$ cat src/rtl/key_matrix_scanner.sv
// Row/column keypad scanner with tick-based debounce, press/release/held reporting and multi-key flagging.
// Optional auto-repeat of key_press while held is enabled by defining KEYPAD_AUTO_REPEAT_EN.
module key_matrix_scanner #(
    parameter int ROWS           = 4,
    parameter int COLS           = 4,
    parameter int SCAN_DIV       = 800000,
    parameter int DEBOUNCE_TICKS = 3,
    parameter int REPEAT_DELAY   = 60,
    parameter int REPEAT_RATE    = 15
) (
    input  logic                            clk,
    input  logic                            reset_p,
    input  logic [ROWS-1:0]                 row,
    output logic [COLS-1:0]                 col,
    output logic [$clog2(ROWS*COLS)-1:0]    key_code,
    output logic                            key_press,
    output logic                            key_release,
    output logic                            key_held,
    output logic                            multi_key
);

    localparam int KW = $clog2(ROWS*COLS);
    localparam int CW = $clog2(COLS);
    localparam int RW = $clog2(ROWS);
    localparam int DW = $clog2(SCAN_DIV);

    if (ROWS < 2 || ROWS > 8 || COLS < 2 || COLS > 8 || SCAN_DIV < 2 ||
        DEBOUNCE_TICKS < 1 || DEBOUNCE_TICKS > 15 || REPEAT_DELAY < 1 || REPEAT_RATE < 1) begin : g_param_check
        $error("key_matrix_scanner: parameter out of range");
    end

    typedef enum logic [1:0] {SCAN, PRESS_DB, PRESSED, RELEASE_DB} state_t;

    state_t          state;
    logic [DW-1:0]   div;
    logic            tick;
    logic [CW-1:0]   c_idx;
    logic [CW-1:0]   c_next;
    logic [ROWS-1:0] cap_row;
    logic [3:0]      db_cnt;
    logic [4:0]      db_inc;
    logic            db_done;
    logic [3:0]      low_cnt;
    logic [RW-1:0]   row_idx;
    logic            row_idle;
    logic            row_single;
    logic            row_match;

    function automatic logic [COLS-1:0] col_drive(input logic [CW-1:0] idx);
        col_drive = ~(COLS'(1) << idx);
    endfunction

    always_ff @(posedge clk or posedge reset_p) begin
        if (reset_p)
            div <= '0;
        else if (tick)
            div <= '0;
        else
            div <= div + 1'b1;
    end

    assign tick = (div == DW'(SCAN_DIV - 1));

    always_comb begin
        low_cnt = '0;
        row_idx = '0;
        for (int unsigned i = 0; i < ROWS; i++) begin
            if (!row[i]) begin
                low_cnt = low_cnt + 4'd1;
                row_idx = RW'(i);
            end
        end
    end

    assign row_idle   = (low_cnt == 4'd0);
    assign row_single = (low_cnt == 4'd1);
    assign row_match  = (row == cap_row);
    assign c_next     = (c_idx == CW'(COLS - 1)) ? '0 : c_idx + 1'b1;
    assign db_inc     = {1'b0, db_cnt} + 5'd1;
    assign db_done    = (db_inc >= 5'(DEBOUNCE_TICKS));

`ifdef KEYPAD_AUTO_REPEAT_EN
    localparam int RPW = $clog2((REPEAT_DELAY > REPEAT_RATE ? REPEAT_DELAY : REPEAT_RATE) + 1);
    logic [RPW-1:0] rep_cnt;
    logic [RPW-1:0] rep_inc;
    logic           rep_armed;
    logic           rep_fire;

    // First repeat waits REPEAT_DELAY ticks; once armed, the same counter paces REPEAT_RATE.
    assign rep_inc  = rep_cnt + 1'b1;
    assign rep_fire = rep_armed ? (rep_inc >= RPW'(REPEAT_RATE)) : (rep_inc >= RPW'(REPEAT_DELAY));
`endif

    always_ff @(posedge clk or posedge reset_p) begin
        if (reset_p) begin
            state       <= SCAN;
            c_idx       <= '0;
            col         <= {{(COLS-1){1'b1}}, 1'b0};
            cap_row     <= '1;
            db_cnt      <= '0;
            key_code    <= '0;
            key_press   <= 1'b0;
            key_release <= 1'b0;
            key_held    <= 1'b0;
            multi_key   <= 1'b0;
`ifdef KEYPAD_AUTO_REPEAT_EN
            rep_cnt     <= '0;
            rep_armed   <= 1'b0;
`endif
        end else begin
            key_press   <= 1'b0;
            key_release <= 1'b0;
            multi_key   <= 1'b0;
            if (tick) begin
                case (state)
                    SCAN: begin
                        if (row_idle) begin
                            c_idx <= c_next;
                            col   <= col_drive(c_next);
                        end else if (row_single) begin
                            cap_row <= row;
                            db_cnt  <= 4'd1;
                            state   <= PRESS_DB;
                        end else begin
                            multi_key <= 1'b1;
                            c_idx     <= c_next;
                            col       <= col_drive(c_next);
                        end
                    end
                    PRESS_DB: begin
                        if (row_match) begin
                            db_cnt <= db_inc[3:0];
                            if (db_done) begin
                                key_code  <= KW'(c_idx) * KW'(ROWS) + KW'(row_idx);
                                key_press <= 1'b1;
                                key_held  <= 1'b1;
                                state     <= PRESSED;
`ifdef KEYPAD_AUTO_REPEAT_EN
                                rep_cnt   <= '0;
                                rep_armed <= 1'b0;
`endif
                            end
                        end else begin
                            c_idx <= c_next;
                            col   <= col_drive(c_next);
                            state <= SCAN;
                        end
                    end
                    PRESSED: begin
                        if (row_idle) begin
                            db_cnt <= 4'd1;
                            state  <= RELEASE_DB;
                        end else begin
`ifdef KEYPAD_AUTO_REPEAT_EN
                            if (rep_fire) begin
                                key_press <= 1'b1;
                                rep_cnt   <= '0;
                                rep_armed <= 1'b1;
                            end else begin
                                rep_cnt <= rep_inc;
                            end
`endif
                        end
                    end
                    RELEASE_DB: begin
                        if (row_idle) begin
                            db_cnt <= db_inc[3:0];
                            if (db_done) begin
                                key_release <= 1'b1;
                                key_held    <= 1'b0;
                                c_idx       <= c_next;
                                col         <= col_drive(c_next);
                                state       <= SCAN;
                            end
                        end else if (row_match) begin
                            state <= PRESSED;
`ifdef KEYPAD_AUTO_REPEAT_EN
                            rep_cnt   <= '0;
                            rep_armed <= 1'b0;
`endif
                        end else begin
                            db_cnt <= 4'd0;
                        end
                    end
                    default: state <= SCAN;
                endcase
            end
        end
    end

endmodule

$ cat config.mk
export PLATFORM = sky130hd
export DESIGN_NAME = key_matrix_scanner
export DESIGN_NICKNAME = d
export VERILOG_FILES = /design/src/rtl/key_matrix_scanner.sv
export SDC_FILE = /design/constraint.sdc
export NUM_CORES = 1
export LEC_CHECK = 0
export ABC_CLOCK_PERIOD_IN_PS = 3700
export BUFFER_PORTS_ARGS = -buffer_cell sky130_fd_sc_hd__buf_4
export CORE_MARGIN = 2
export CORE_UTILIZATION = 50
export CTS_CLUSTER_SIZE = 40
export DETAILED_ROUTE_END_ITERATION = 7
export GPL_TIMING_DRIVEN = 0
export PLACE_DENSITY = 0.66
export SYNTH_ARGS = -nofsm -noshare
export SYNTH_HDL_FRONTEND = slang
export SYNTH_SLANG_ARGS = --single-unit
$ cat constraint.sdc
create_clock -name clk -period 3.7 [get_ports clk]
set_input_delay 0.185 -clock clk [delete_from_list [all_inputs] [get_ports clk]]
set_output_delay 0.185 -clock clk [all_outputs]
set_load 0.005 [all_outputs]
---- After elaboration in Yosys (flattened, before gate mapping) ----
Index checks and enable logic that the tools add are counted.
storage, ports and cells
  register bits ........................... 44
  input port bits ......................... 6
  output and inout bits ................... 12
  logic and storage cells ................. 105
cells by class
  $add $sub $neg .......................... 7
  order comparisons ....................... 1
  equal/unequal tests ..................... 20
  shift-type cells ........................ 1
  muxes and demuxes ....................... 53
  bitwise operators ....................... 2
  reductions and logical operators ........ 10
operator list
  operator                                                           count
  2-to-1 mux 4 bit                                                   14
  2-to-1 mux 2 bit                                                   16
  adder 20 x 1 -> 20 bit, second input constant                      1
  equality test 20 bit, second input constant                        1
  2-to-1 mux 20 bit                                                  1
  AND reduction 6 bit                                                3
  2-to-1 mux 1 bit                                                   17
  != test 2 bit, second input constant                               8
  one-hot mux 4 bit (4 select lines)                                 1
  != test 3 bit, second input constant                               5
  adder 4 x 1 -> 4 bit, second input constant                        3
  one-hot mux 4 bit (3 select lines)                                 1
  one-hot mux 2 bit (4 select lines)                                 1
  AND reduction 4 bit                                                2
  AND reduction 7 bit                                                1
  equality test 2 bit, second input constant                         3
  one-hot mux 2 bit (3 select lines)                                 1
  adder 4 x 1 -> 5 bit, second input constant                        1
  greater-or-equal comparator 5 x 2 -> 1 bit, second input constant  1
  adder 4 x 2 -> 4 bit                                               1
  equality test 4 x 1 -> 1 bit, second input constant                1
  equality test 4 bit                                                1
  logical NOT 4 bit                                                  1
  inverter 4 bit                                                     1
  8 further kinds                                                    8

---- Longest topological paths before layout ----
Gate-level depths: netlist (run 1).
  word-level depth ........................ 12
  depth in mapped cells ................... 12
  gate-level depth less buffers ........... 11

---- Worst setup path after synthesis (run 1) ----
No wires, ideal clock.
  path type ............................... input-to-reg
  start point ............................. input port row[0]
  end point ............................... register c_idx[0]
  library setup time ...................... 0.125 ns
  arrival time ............................ 2.460 ns
  data required time ...................... 3.575 ns
  path slack .............................. 1.115 ns
  stages on the path ...................... 11
  path buffers ............................ 1
  cell sequence ........................... inv_1 -> ha_1 -> xnor2_1 -> ha_1 -> or2_0 -> and4_1 -> nor2_2 -> o21ai_1 -> or4b_1 -> buf_6 -> mux2_4
between the ends
  word-level cells in the longest chain between the ends .. 10
  elaborated cells between the ends (all ways) .. 16
  those cells by class .................... add/sub: 3; eq/ne: 5; mux: 6; reduce/logical: 2
RTL lines
  element                                                                              line    text
  start: declaration                                                                   13      input logic [ROWS-1:0] row,
  2-to-1 mux 1 bit                                                                     68      if (!row[i]) begin
  adder 4 x 1 -> 4 bit                                                                 69      low_cnt = low_cnt + 4'd1;
  2-to-1 mux 4 bit                                                                     68
  adder 4 x 1 -> 4 bit                                                                 69
  2-to-1 mux 4 bit                                                                     68
  adder 4 x 1 -> 4 bit                                                                 69
  2-to-1 mux 4 bit                                                                     68
  equality test 4 x 1 -> 1 bit or logical NOT 4 bit (tied branches)                    76, 75
  != test 3 bit (no line) (tied with other cells)                                      n/a
  AND reduction 6 bit (no line) or one-hot mux 2 bit (3 select lines) (tied branches)  n/a
  end signal: assignment                                                               118     c_idx <= c_next;
  end signal: assignment                                                               126     c_idx <= c_next;
  end signal: assignment                                                               144     c_idx <= c_next;
  end: declaration                                                                     37      logic [CW-1:0] c_idx;
Several ways; a longest one is shown, not always the timed one.
A chain may end at the register's enable or synchronous reset.

---- Worst setup path in the final report (run 1) ----
Same ends and word-level chain as after synthesis.

==> results of run 1 <==
metal layers:
layer  global-route usage, %  vias up
met5                       0        -
li1                        -      872
met3                    4.07        7
met2                    27.1       24
met1                    25.4      821
met4                    5.95        0
placed cells by master, fill, tap and decap left out, types with 5 or more instances in the layout:
cell / n
and3_1: 5
o21ai_0: 8
dfrtp_1: 37
mux2i_1: 7
xnor2_1: 12
mux2_2: 7
nor3_1: 5
nand2_1: 15
xor2_1: 11
buf_4: 17
clkbuf_8: 6
dfstp_2: 7
inv_1: 15
nor2_1: 26
nand3_1: 10
ha_1: 14
registers in the layout, indices dropped and copies added, names as in the netlist:
name / count
db_cnt: 4
col: 4
cap_row: 4
key_held: 1
div: 20
state: 2
key_release: 1
c_idx: 2
key_press: 1
key_code: 4
multi_key: 1
worst register-to-register path: cells and delay by family (launching register included):
family                   cells  cell delay, ps
multiplexers                 1             290
adder cells (fa/ha/maj)      1             220
AND/OR/NAND/NOR              4            1200
AO/OA/AOI/OAI                1             100
buffers and inverters        1             160
flip-flops                   1             400
what timing repair did:
item	in CTS	in global routing
endpoints found under the hold margin	9	0
hold buffers	1	0
setup buffers	0	0
logic make-up (layout without fill, tap and decap cells):
family	Yosys count	count (layout)	share of synthesized area [%]
AO/OA/AOI/OAI	27	27	8.21
XOR/XNOR	24	24	9.07
adder cells (fa/ha/maj)	14	14	7.05
buffers and inverters	21	48	4.13
flip-flops	44	44	44.7
multiplexers	16	16	7.20
AND/OR/NAND/NOR	90	90	19.6
power breakdown:
part / total [mW] / switching, mW / internal (mW)
clock: 0.313 / 0.161 / 0.152
sequential: 0.494 / 0.00413 / 0.489
combinational: 0.117 / 0.0685 / 0.0487
total: 0.923 / 0.234 / 0.690
worst max path at each step:
stage / startpoint / to / slack, ps / cells past startpoint
detailed placement: row[0] / c_idx[0]$_DFFE_PP0P_ / 850 / 12
global placement: row[0] / c_idx[1]$_DFFE_PP0P_ / 830 / 12
floorplan: row[0] / c_idx[0]$_DFFE_PP0P_ / 1120 / 11
finish: row[0] / c_idx[0]$_DFFE_PP0P_ / 1130 / 12
global route: row[0] / c_idx[1]$_DFFE_PP0P_ / 1030 / 12
CTS: row[0] / c_idx[0]$_DFFE_PP0P_ / 1160 / 12
metrics by stage:
step / instance area (µm²) / std cells / power [mW]
floorplan: 2480 / 236 / 0.590
global placement: 2700 / 320 / 0.614
detailed placement: 2720 / 321 / 0.619
CTS: 2820 / 330 / 0.938
global route: 2820 / 330 / 0.970
finish: 2820 / 330 / 0.923
cell type report:
type,instances,share of cell area [%]
multi-input cells,171,45.1
flip-flops and latches,44,39.4
repair buffers,19,5.59
clock buffers,7,3.06
well taps,67,2.97
inverters,16,2.13
plain buffers,5,1.51
clock inverters,1,0.266
==> run metrics, run 1 <==
Top Layer Used met4; Worst Hold End cap_row[0]$_DFFE_PP1P_; via count about 1700; Vias per Instance about 5.2; Tcrit/Tclk final between 60% and 70%; Clock Pin Slew Worst Setup and Hold Paths roughly 80 ps; post-CTS sizing 0; top_reg_cell synth dfrtp_1; synth cell count leaders dfrtp_1 (37), nor2_1 (26), inv_1 (16); Final Hold Vio Count 0; level count of the clock H-tree 2; Power per Cell Area roughly 330 nW/µm²; kind of critical path in -> reg; DR pass1 iterations 4; Starting Density about 52%; synthesized instance count roughly 240; gr usage total 17.9%; ant diodes 0; gpl congestion 0.776; EDFF count, synth 0; die width roughly 74 µm; Unique masters post-synth between 50 and 60; largest net degree at the start of global routing 34; Clock Skews roughly 7.3 ps; syn_nets around 260; slowest cell delay on critical path 500 ps; Routed met3 length roughly 150 µm; Seq/Total Area, Yosys between 40% and 50%; Seq cells post-synth 44; initial antenna violation count 0; CTS tree built; share of the synthesized area in the top cell type approximately 37%; Hold/Removal Path Class in -> reg; vias in the first global route between 1500 and 2000; share of cells above drive strength 1 20.9%; crit end category flip-flop; final core occ between 50% and 60%; M1 WL approximately 2200 µm; crit path buf inv count 3; Die Area approximately 5500 µm²; Hold WS 159 ps; filler instances 417; Rows 25; synthesized area per cell around 11 µm²; net count reported at finish between 200 and 300; post-DP HPWL roughly 3200 µm; Area Growth Syn to Fin 13.5%; pre-CTS setup slack 848 ps; RSZ-0062 raised after global routing false; Max Cap Violations 0; DRT Wirelength roughly 4300 µm; run status completed; CP max stage cell or4b_1; cell area after synthesis between 2000 and 2500 µm²; fraction of registers with async set/reset 100%; crit-path cells buf_4 > inv_1 > ha_1 > xnor2_1 > ha_1 > or2_0 > and4_1 > nor2_2 > o21ai_1 > or4b_1 > buf_6 > mux2_4; first-pass GRT wire length around 7600 µm; top-count cell post-synth dfrtp_1; YS warnings 0; Detail Route Antenna Nets 0; post-layout min period 2570 ps; worst hold stages 2; Worst R2R Setup Slack approximately 1200 ps; clk_lat worst skew about 300 ps; # IOs 18; metal2 WL between 1500 and 2000 µm; # setup viols final 0; Leak ~1.4 nW; Port Buffers 17; Max clock buf depth 2; worst reg-to-reg path cell count 8; Worst Max-Slew Pin Slew about 670 ps; max-slew violations 0; Critical R2R Capture c_idx[0]$_DFFE_PP0P_; gr ovfl total 0; wire length per cell between 10 and 15 µm; clk sinks 44; reg2reg start div[0]$_DFF_PP0_; CP delay by family, top simple AND/OR/NAND/NOR gates; core area 4750 µm²; top post-synthesis cells by area dfrtp_1 (37%), dfstp_2 (7.4%), ha_1 (7.1%), xnor2_1 (4.2%), nor2_1 (3.9%); Multi-input gate area roughly 1300 µm²; slack of the critical path around 1100 ps; Worst EP required between 3000 and 4000 ps; Slew HR 55.1%; First DRT Iteration DRCs 112; crit path DAT approximately 2800 ps; CTS root buffer clkbuf_8; DR DRC count 0; max frequency between 300 and 400 MHz; critical path's most frequent cell ha_1; Setup crit start kind input port; cts bufs inserted 5; biggest area consumer among synthesized cells dfrtp_1; Seq. cell area 1110 µm²; Max FO, Critical Path 6; Die H ~74 µm; worst-case vdd ir drop between 0.2 and 0.3 mV; hold path startpoint row[0]; setup_tns 0 ps
(Power assumes the default switching activity.)
==> run 2, diff against run 1 <==
--- a/config.mk
+++ b/config.mk
@@ -5,7 +5,8 @@
 export SDC_FILE = /design/constraint.sdc
 export NUM_CORES = 1
 export LEC_CHECK = 0
-export ABC_CLOCK_PERIOD_IN_PS = 3700
+export ABC_AREA = 1
+export ABC_CLOCK_PERIOD_IN_PS = 2600
 export BUFFER_PORTS_ARGS = -buffer_cell sky130_fd_sc_hd__buf_4
 export CORE_MARGIN = 2
 export CORE_UTILIZATION = 50
==> constraint.sdc (replaced) <==
create_clock -name clk -period 2.6 [get_ports clk]
set_input_delay 0.13 -clock clk [delete_from_list [all_inputs] [get_ports clk]]
set_output_delay 0.13 -clock clk [all_outputs]
set_load 0.005 [all_outputs]
==> run 2 against run 1 <==
  * Synthesized area is 11% higher
  * Combinational power up 22%
  * Synthesized cell count rose by 50%
  * Non-clock buffer count down 1
  * Utilization is essentially flat
  * Design area is 9.5% higher
==> run metrics, run 2 <==
Max Cap Violations 0 (unchanged); post-CTS sizing 0 (unchanged); first-pass GRT wire length 9320 µm (+23%); biggest area consumer among synthesized cells dfrtp_1; YS warnings 0 (unchanged); DRT Wirelength 5120 µm (+20%); fraction of registers with async set/reset 100% (unchanged); share of the synthesized area in the top cell type 33.7% (-3.6 points); net count reported at finish 399 (+41%); initial antenna violation count 0 (unchanged); Sw Pwr 341 µW (+46%); cell area after synthesis 2750 µm² (+11%); top post-synthesis cells by area dfrtp_1 (34%), nand2_1 (13%), dfstp_2 (6.7%), inv_1 (6.7%), ha_1 (6.4%); clock power share 35.6% (+1.7 points); Area Growth Syn to Fin 12.5%; most frequent cells in the layout nand2_1 (94), inv_1 (48), dfrtp_1 (37), nor2_1 (26), nand3_1 (25); pre-CTS setup slack 216 ps (-633 ps); wire length per cell 11.4 µm (-12%); adder-cell share of the synthesized area 6.38% (-0.67 points); post-DP HPWL 3920 µm (+23%); top-count cell post-synth nand2_1; Setup crit start kind input port; Power per Cell Area 418 nW/µm² (+28%); Seq. cell area 1110 µm² (unchanged); top_reg_cell synth dfrtp_1; Max clock buf depth 2 (unchanged); synthesized area per cell 7.78 µm² (-26%); cts bufs inserted 5 (unchanged); worst-case vdd ir drop 0.307 mV (+19%); DR DRC count 0 (unchanged); Unique masters post-synth 37 (-29%); gr usage total 18.9% (+1.1 points); CTS Hold Buffers Added 1 (unchanged); filler instances 472 (+13%); # IOs 18 (unchanged); crit end category flip-flop; vias in the first global route 2070 (+28%); largest net degree at the start of global routing 32 (-5.9%); Critical R2R Capture key_code[0]$_DFFE_PP0P_; synthesized-area fraction occupied by ao, oa, aoi and oai cells 7.84% (-0.37 points); post-synthesis mux area share 0% (-7.2 points); level count of the clock H-tree 2 (unchanged); Starting Density 52.7% (+0.50 points); max reg flops 20 (unchanged); Worst EP required 2790 ps (-1090 ps); max frequency 483 MHz; syn_nets 373 (+46%); Vias per Instance 4.86 (-7.0%); crit path DAT 2260 ps (-490 ps); slack of the critical path 529 ps (-602 ps); gr ovfl total 0 (unchanged); postcts setup bufs 0 (unchanged); Multi-input gate area 1400 µm² (+10%); # setup viols final 0 (unchanged); CTS root buffer clkbuf_8; hold path startpoint row[0]; Seq/Total Area, Yosys 40.4% (-4.3 points); Synth Area in Simple Gates 34.6% (+15 points); Worst Hold End cap_row[0]$_DFFE_PP1P_; die width 78.1 µm (+4.9%); run status completed; crit path from row[0]; Hold/Removal Path Class in -> reg; reg2reg start state[1]$_DFFE_PP0P_; Largest Register div; internal power 949 µW (+38%); worst hold stages 3 (+1); worst reg-to-reg path cell count 9 (+1); kind of critical path in -> reg; Tcrit/Tclk final between 70 and 80%; via count 2186 (+27%); switching share of power 26.4% (+1.1 points); Slew HR 70.0% (+15 points); synthesized instance count 353 (+50%); Leak 1.61 nW (+17%); sequential share of power 53.4% (about the same); share of cells above drive strength 1 21.1% (+0.14 points); setup_tns 0 ps (unchanged); combinational power share 11.1% (-1.6 points); commonest non-fill, non-tap cell in the layout nand2_1; First DRT Iteration DRCs 103 (-8.0%); largest family of logic cells by synthesized area simple AND/OR/NAND/NOR gates; clk_lat worst skew 300 ps (about the same); Port Buffers 17 (unchanged); RSZ-0062 raised after global routing false; Seq cells post-synth 44 (unchanged); Worst Max-Slew Pin Slew 450 ps (-218 ps); XOR/XNOR Fraction of Synth Area 2.23% (-6.8 points); gpl congestion 0.820 (+5.7%); ant diodes 0 (unchanged); DR pass1 iterations 4 (unchanged); Worst R2R Setup Slack 740 ps (-460 ps); post-layout min period between 2000 and 2500 ps; Clock Pin Slew Worst Setup and Hold Paths 90 ps (about the same); synth cell count leaders nand2_1 (94), inv_1 (49), dfrtp_1 (37); CTS tree built; core area 5200 µm² (+9.5%); Die H 78.1 µm (+4.9%); Clock Skews 4.79 ps (-2.55 ps); clk sinks 44 (unchanged); Max FO, Critical Path 5 (-1); Final Hold Vio Count 0 (unchanged); Die Area 6100 µm² (+9.9%); max-slew violations 0 (unchanged); Detail Route Antenna Nets 0 (unchanged); EDFF count, synth 0 (unchanged); Rows 26 (+4.0%)
[run 2: power by group through the flow]
stage	Clock (mW)	Sequential [mW]	Combinational (mW)
floorplan	0	0.701	0.109
global placement	0	0.701	0.136
detailed placement	0	0.701	0.143
CTS	0.476	0.688	0.144
global route	0.502	0.689	0.160
finish	0.459	0.688	0.143
[run 2: cell families after synthesis]
logic type               count (synthesis)
AO/OA/AOI/OAI                           36
XOR/XNOR                                 7
adder cells (fa/ha/maj)                 14
buffers and inverters                   59
flip-flops                              44
AND/OR/NAND/NOR                        193
[run 2: layer usage]
| layer | wire (µm) | up-vias | global-route usage [%] |
|---|---|---|---|
| met1 | 2570 | 1003 | 25.5 |
| met2 | 2390 | 15 | 31.0 |
| met5 | 0 | - | 0 |
| li1 | - | 1162 | - |
| met3 | 97 | 6 | 3.56 |
| met4 | 65 | 0 | 6.14 |
[run 2: through the flow]
| stage | hold WS [ps] | utilization, % | power [mW] | instance area (µm²) | std cells |
|---|---|---|---|---|---|
| 6_report | 144 | 59.3 | 1.29 | 3090 | 450 |
| 5_1_grt | 150 | 59.3 | 1.35 | 3090 | 450 |
| 4_1_cts | 131 | 59.3 | 1.31 | 3090 | 450 |
| 3_5_place_dp | 114 | 57.3 | 0.844 | 2980 | 441 |
| 3_3_place_gp | 451 | 56.9 | 0.838 | 2960 | 440 |
| 2_1_floorplan | 284 | - | 0.810 | 2750 | 353 |
[run 2: cell type report]
cell class,count,share of cell area (%)
Buffer,4,0.851
Clock buffer,6,2.67
Clock inverter,2,0.486
Inverter,55,6.69
Multi-Input combinational cell,250,45.4
Sequential cell,44,35.9
Tap cell,70,2.84
Timing Repair Buffer,19,5.11
[run 2: worst max path at each step]
stage | slack (ps) | depth (start not counted) | endpoint
final | 530 | 17 | db_cnt[2]$_DFFE_PP0P_
after global routing | 390 | 17 | db_cnt[1]$_DFFE_PP0P_
after CTS | 530 | 17 | db_cnt[1]$_DFFE_PP0P_
after detailed placement | 220 | 17 | db_cnt[2]$_DFFE_PP0P_
after global placement | 230 | 17 | db_cnt[3]$_DFFE_PP0P_
after floorplan | 500 | 16 | db_cnt[0]$_DFFE_PP0P_
[run 2: critical path: stages]
cell     delay, ps
buf_4           90
inv_1           60
ha_1           360
inv_1           70
nand2_1         70
nand2_2         80
inv_1           40
ha_1           290
or2_2          300
nand2_4        100
nand2_4         70
o21ai_2        140
nand2_2         90
nor2_4         140
nand2_2         90
nand2_1         60
nand2_1         50
==> run 3, diff against run 2 <==
--- a/config.mk
+++ b/config.mk
@@ -6,14 +6,14 @@
 export NUM_CORES = 1
 export LEC_CHECK = 0
 export ABC_AREA = 1
-export ABC_CLOCK_PERIOD_IN_PS = 2600
+export ABC_CLOCK_PERIOD_IN_PS = 1800
 export BUFFER_PORTS_ARGS = -buffer_cell sky130_fd_sc_hd__buf_4
 export CORE_MARGIN = 2
 export CORE_UTILIZATION = 50
 export CTS_CLUSTER_SIZE = 40
 export DETAILED_ROUTE_END_ITERATION = 7
 export GPL_TIMING_DRIVEN = 0
-export PLACE_DENSITY = 0.66
+export PLACE_DENSITY = 0.68
 export SYNTH_ARGS = -nofsm -noshare
 export SYNTH_HDL_FRONTEND = slang
 export SYNTH_SLANG_ARGS = --single-unit
==> constraint.sdc (replaced) <==
create_clock -name clk -period 1.8 [get_ports clk]
set_input_delay 0.09 -clock clk [delete_from_list [all_inputs] [get_ports clk]]
set_output_delay 0.09 -clock clk [all_outputs]
set_load 0.005 [all_outputs]
==> run 3 against run 2 <==
  * Sequential power grew 44%
  * Worst hold slack lost 31 ps
  * Cell count grew 1.6%
  * Total power grew 55%
  * Clock skew grew 6.6 ps
  * Design area grew 6.8%
  * Sequential cell count is the same
  * Via count grew 2.2%
  * Global-route usage shrank 0.48 points
  * Critical path depth is the same
  * Wire length grew 3.4%
  * Utilization grew 4.0 points
==> run metrics, run 3 (same netlist as run 2, synthesis figures left out) <==
Final Non-Filler Cells 457 (+1.6%); CP delay by family, top simple AND/OR/NAND/NOR gates; ant diodes 0 (unchanged); Worst R2R Setup Slack 80 ps (-660 ps); Seq. cell area 1110 µm² (+0.11%); Max clock buf depth 2 (unchanged); Critical R2R Capture state[0]$_DFFE_PP0P_; filler instances 479 (+1.5%); max-slew violations 0 (unchanged); Final Cell Area 3300 µm² (+6.8%); run status completed; post-DP HPWL 3930 µm (+0.35%); critical path's most frequent cell nand2_2; dpl cells 441 (unchanged); DR DRC count 0 (unchanged); slowest cell delay on critical path 280 ps (-80 ps); max frequency roughly 570 MHz; gr usage total 18.5% (-0.48 points); core area 5200 µm² (unchanged); hold path startpoint row[1]; Hold/Removal Path Class in -> reg; Tcrit/Tclk final between 90% and 100%; max reg flops 20 (unchanged); Detail Route Antenna Nets 0 (unchanged); most frequent cells in the layout nand2_1 (92), inv_1 (43), dfrtp_1 (36), nand3_1 (25), nor2_1 (24); Worst EP required 1980 ps (-810 ps); # IOs 18 (unchanged); total power 2.00 mW (+55%); CP max stage cell ha_4; largest net degree at the start of global routing 26 (-19%); reg2reg start div[0]$_DFF_PP0_; worst-case vdd ir drop 0.384 mV (+25%); # setup viols final 0 (unchanged); CP endpoint db_cnt[2]$_DFFE_PP0P_; Starting Density 52.7% (unchanged); crit path buf inv count 4 (unchanged); net count reported at finish 406 (+1.8%); DRT Wirelength 5300 µm (+3.4%); Port Buffers 17 (unchanged); Max Cap Violations 0 (unchanged); Vias per Instance 4.89 (+0.63%); via count 2234 (+2.2%); clock power share 37.4% (+1.8 points); Max FO, Critical Path 4 (-1); worst hold stages 4 (+1); Sw Pwr 496 µW (+46%); First DRT Iteration DRCs 106 (+2.9%); wire length per cell 11.6 µm (+1.9%); Largest Register div; commonest non-fill, non-tap cell in the layout nand2_1; crit end category flip-flop; Leak 1.67 nW (+3.5%); combinational power share 13.0% (+1.9 points); switching share of power 24.7% (-1.7 points); Rows 26 (unchanged); clk sinks 44 (unchanged); Multi-input gate area 1490 µm² (+6.5%); Final Hold Vio Count 0 (unchanged); post-layout min period about 1800 ps; kind of critical path in -> reg; Die H 78.1 µm (unchanged); crit path from row[1]; cts bufs inserted 5 (unchanged); Die Area 6100 µm² (unchanged); Worst Max-Slew Pin Slew 433 ps (-17.2 ps); share of cells above drive strength 1 26.4% (+5.3 points); clk_lat worst skew 300 ps (about the same); die width 78.1 µm (unchanged); internal power 1.51 mW (+59%); level count of the clock H-tree 2 (unchanged); crit-path cells buf_12 > inv_12 > ha_4 > inv_2 > nand2_2 > nand2_2 > inv_2 > ha_4 > or2_4 > nand2_4 > nand2_4 > o21ai_4 > nand2_2 > nor2_4 > nand2_2 > nand2_1 > nand2_1; Power per Cell Area 608 nW/µm² (+46%); Post-DP Area 3020 µm² (+1.2%); Slew HR 71.1% (+1.1 points); crit path DAT 1950 ps (-310 ps); gr ovfl total 0 (unchanged); Setup crit start kind input port; worst reg-to-reg path cell count 10 (+1); Clock Skews 11.4 ps (+6.60 ps); Clock Pin Slew Worst Setup and Hold Paths 80 ps (about the same); sequential share of power 49.6% (-3.8 points); gpl congestion 0.806 (-1.7%); vias in the first global route 2056 (-0.68%); initial antenna violation count 0 (unchanged); RSZ-0062 raised after global routing true; Stages on worst setup path 17 (unchanged); DR pass1 iterations 4 (unchanged); Area Growth Syn to Fin 20.1%; CTS tree built; first-pass GRT wire length 8940 µm (-4.1%); CTS root buffer clkbuf_8
run 3: cell count changes in the layout (fill, tap and decap cells not counted), moves of 3 or more:
cell     before  now
buf_4        18   21
ha_1         14    9
ha_4          0    4
inv_1        48   43
inv_2         7   10
nor2_4        4    7
o21ai_0      10    6
o21ai_1       6    9
run 3: routing by layer:
layer  vias up  global-route usage [%]  part of all wire [%]
li1       1179                       -                     -
met3         4                    4.48                   2.8
met1      1031                    23.5                    47
met5         -                       0                     0
met4         0                    5.26                  0.98
met2        20                    31.4                    49
run 3: power groups by stage:
stage	clock network, mW	registers (mW)	logic [mW]
4_1_cts	0.773	0.994	0.227
5_1_grt	0.826	0.994	0.290
3_5_place_dp	0	1.01	0.221
2_1_floorplan	0	1.01	0.168
3_3_place_gp	0	1.01	0.212
6_report	0.751	0.994	0.261
run 3: cell type report:
type / count / area share, %
Buffer: 3 / 0.910
Clock buffer: 6 / 2.20
Clock inverter: 2 / 1.06
Inverter: 55 / 6.79
Multi-Input combinational cell: 250 / 45.3
Sequential cell: 44 / 33.7
Tap cell: 70 / 2.66
Timing Repair Buffer: 27 / 7.40
run 3: what timing repair did:
action	CTS	global route
pin swaps	4	14
hold buffers	1	1
gates resized for setup	3	25
endpoints found under the setup margin	8	25
endpoints found under the hold margin	17	1
setup buffers	0	7
run 3: how the worst min path moves through the flow:
stage	slack, ps	to
final	110	cap_row[1]$_DFFE_PP1P_
after detailed placement	130	key_press$_DFF_PP0_
after floorplan	210	cap_row[1]$_DFFE_PP1P_
after global routing	110	cap_row[1]$_DFFE_PP1P_
after global placement	390	cap_row[1]$_DFFE_PP1P_
after CTS	30	cap_row[1]$_DFFE_PP1P_
run 3: per-stage QoR:
step | setup TNS (ps) | hold slack (ps) | util [%] | setup WS, ps
2_1_floorplan | -349 | 207 | - | -72.1
3_3_place_gp | -3580 | 386 | 57.5 | -380
3_5_place_dp | -4050 | 127 | 57.9 | -404
4_1_cts | 0 | 32.3 | 60.4 | 6.83
5_1_grt | -247 | 106 | 63.4 | -65.3
6_report | 0 | 113 | 63.4 | 37.6
run 3: worst reg2reg max path, cell delays in order, from the launching register on:
cell and delay [ps]:
dfrtp_1 410, ha_4 160, nand3_2 110, nor2_4 190, nand3_2 110, buf_8 150, o21bai_1 170, nor2_2 130
nand2_1 80, nand2_1 60, nand2_1 50
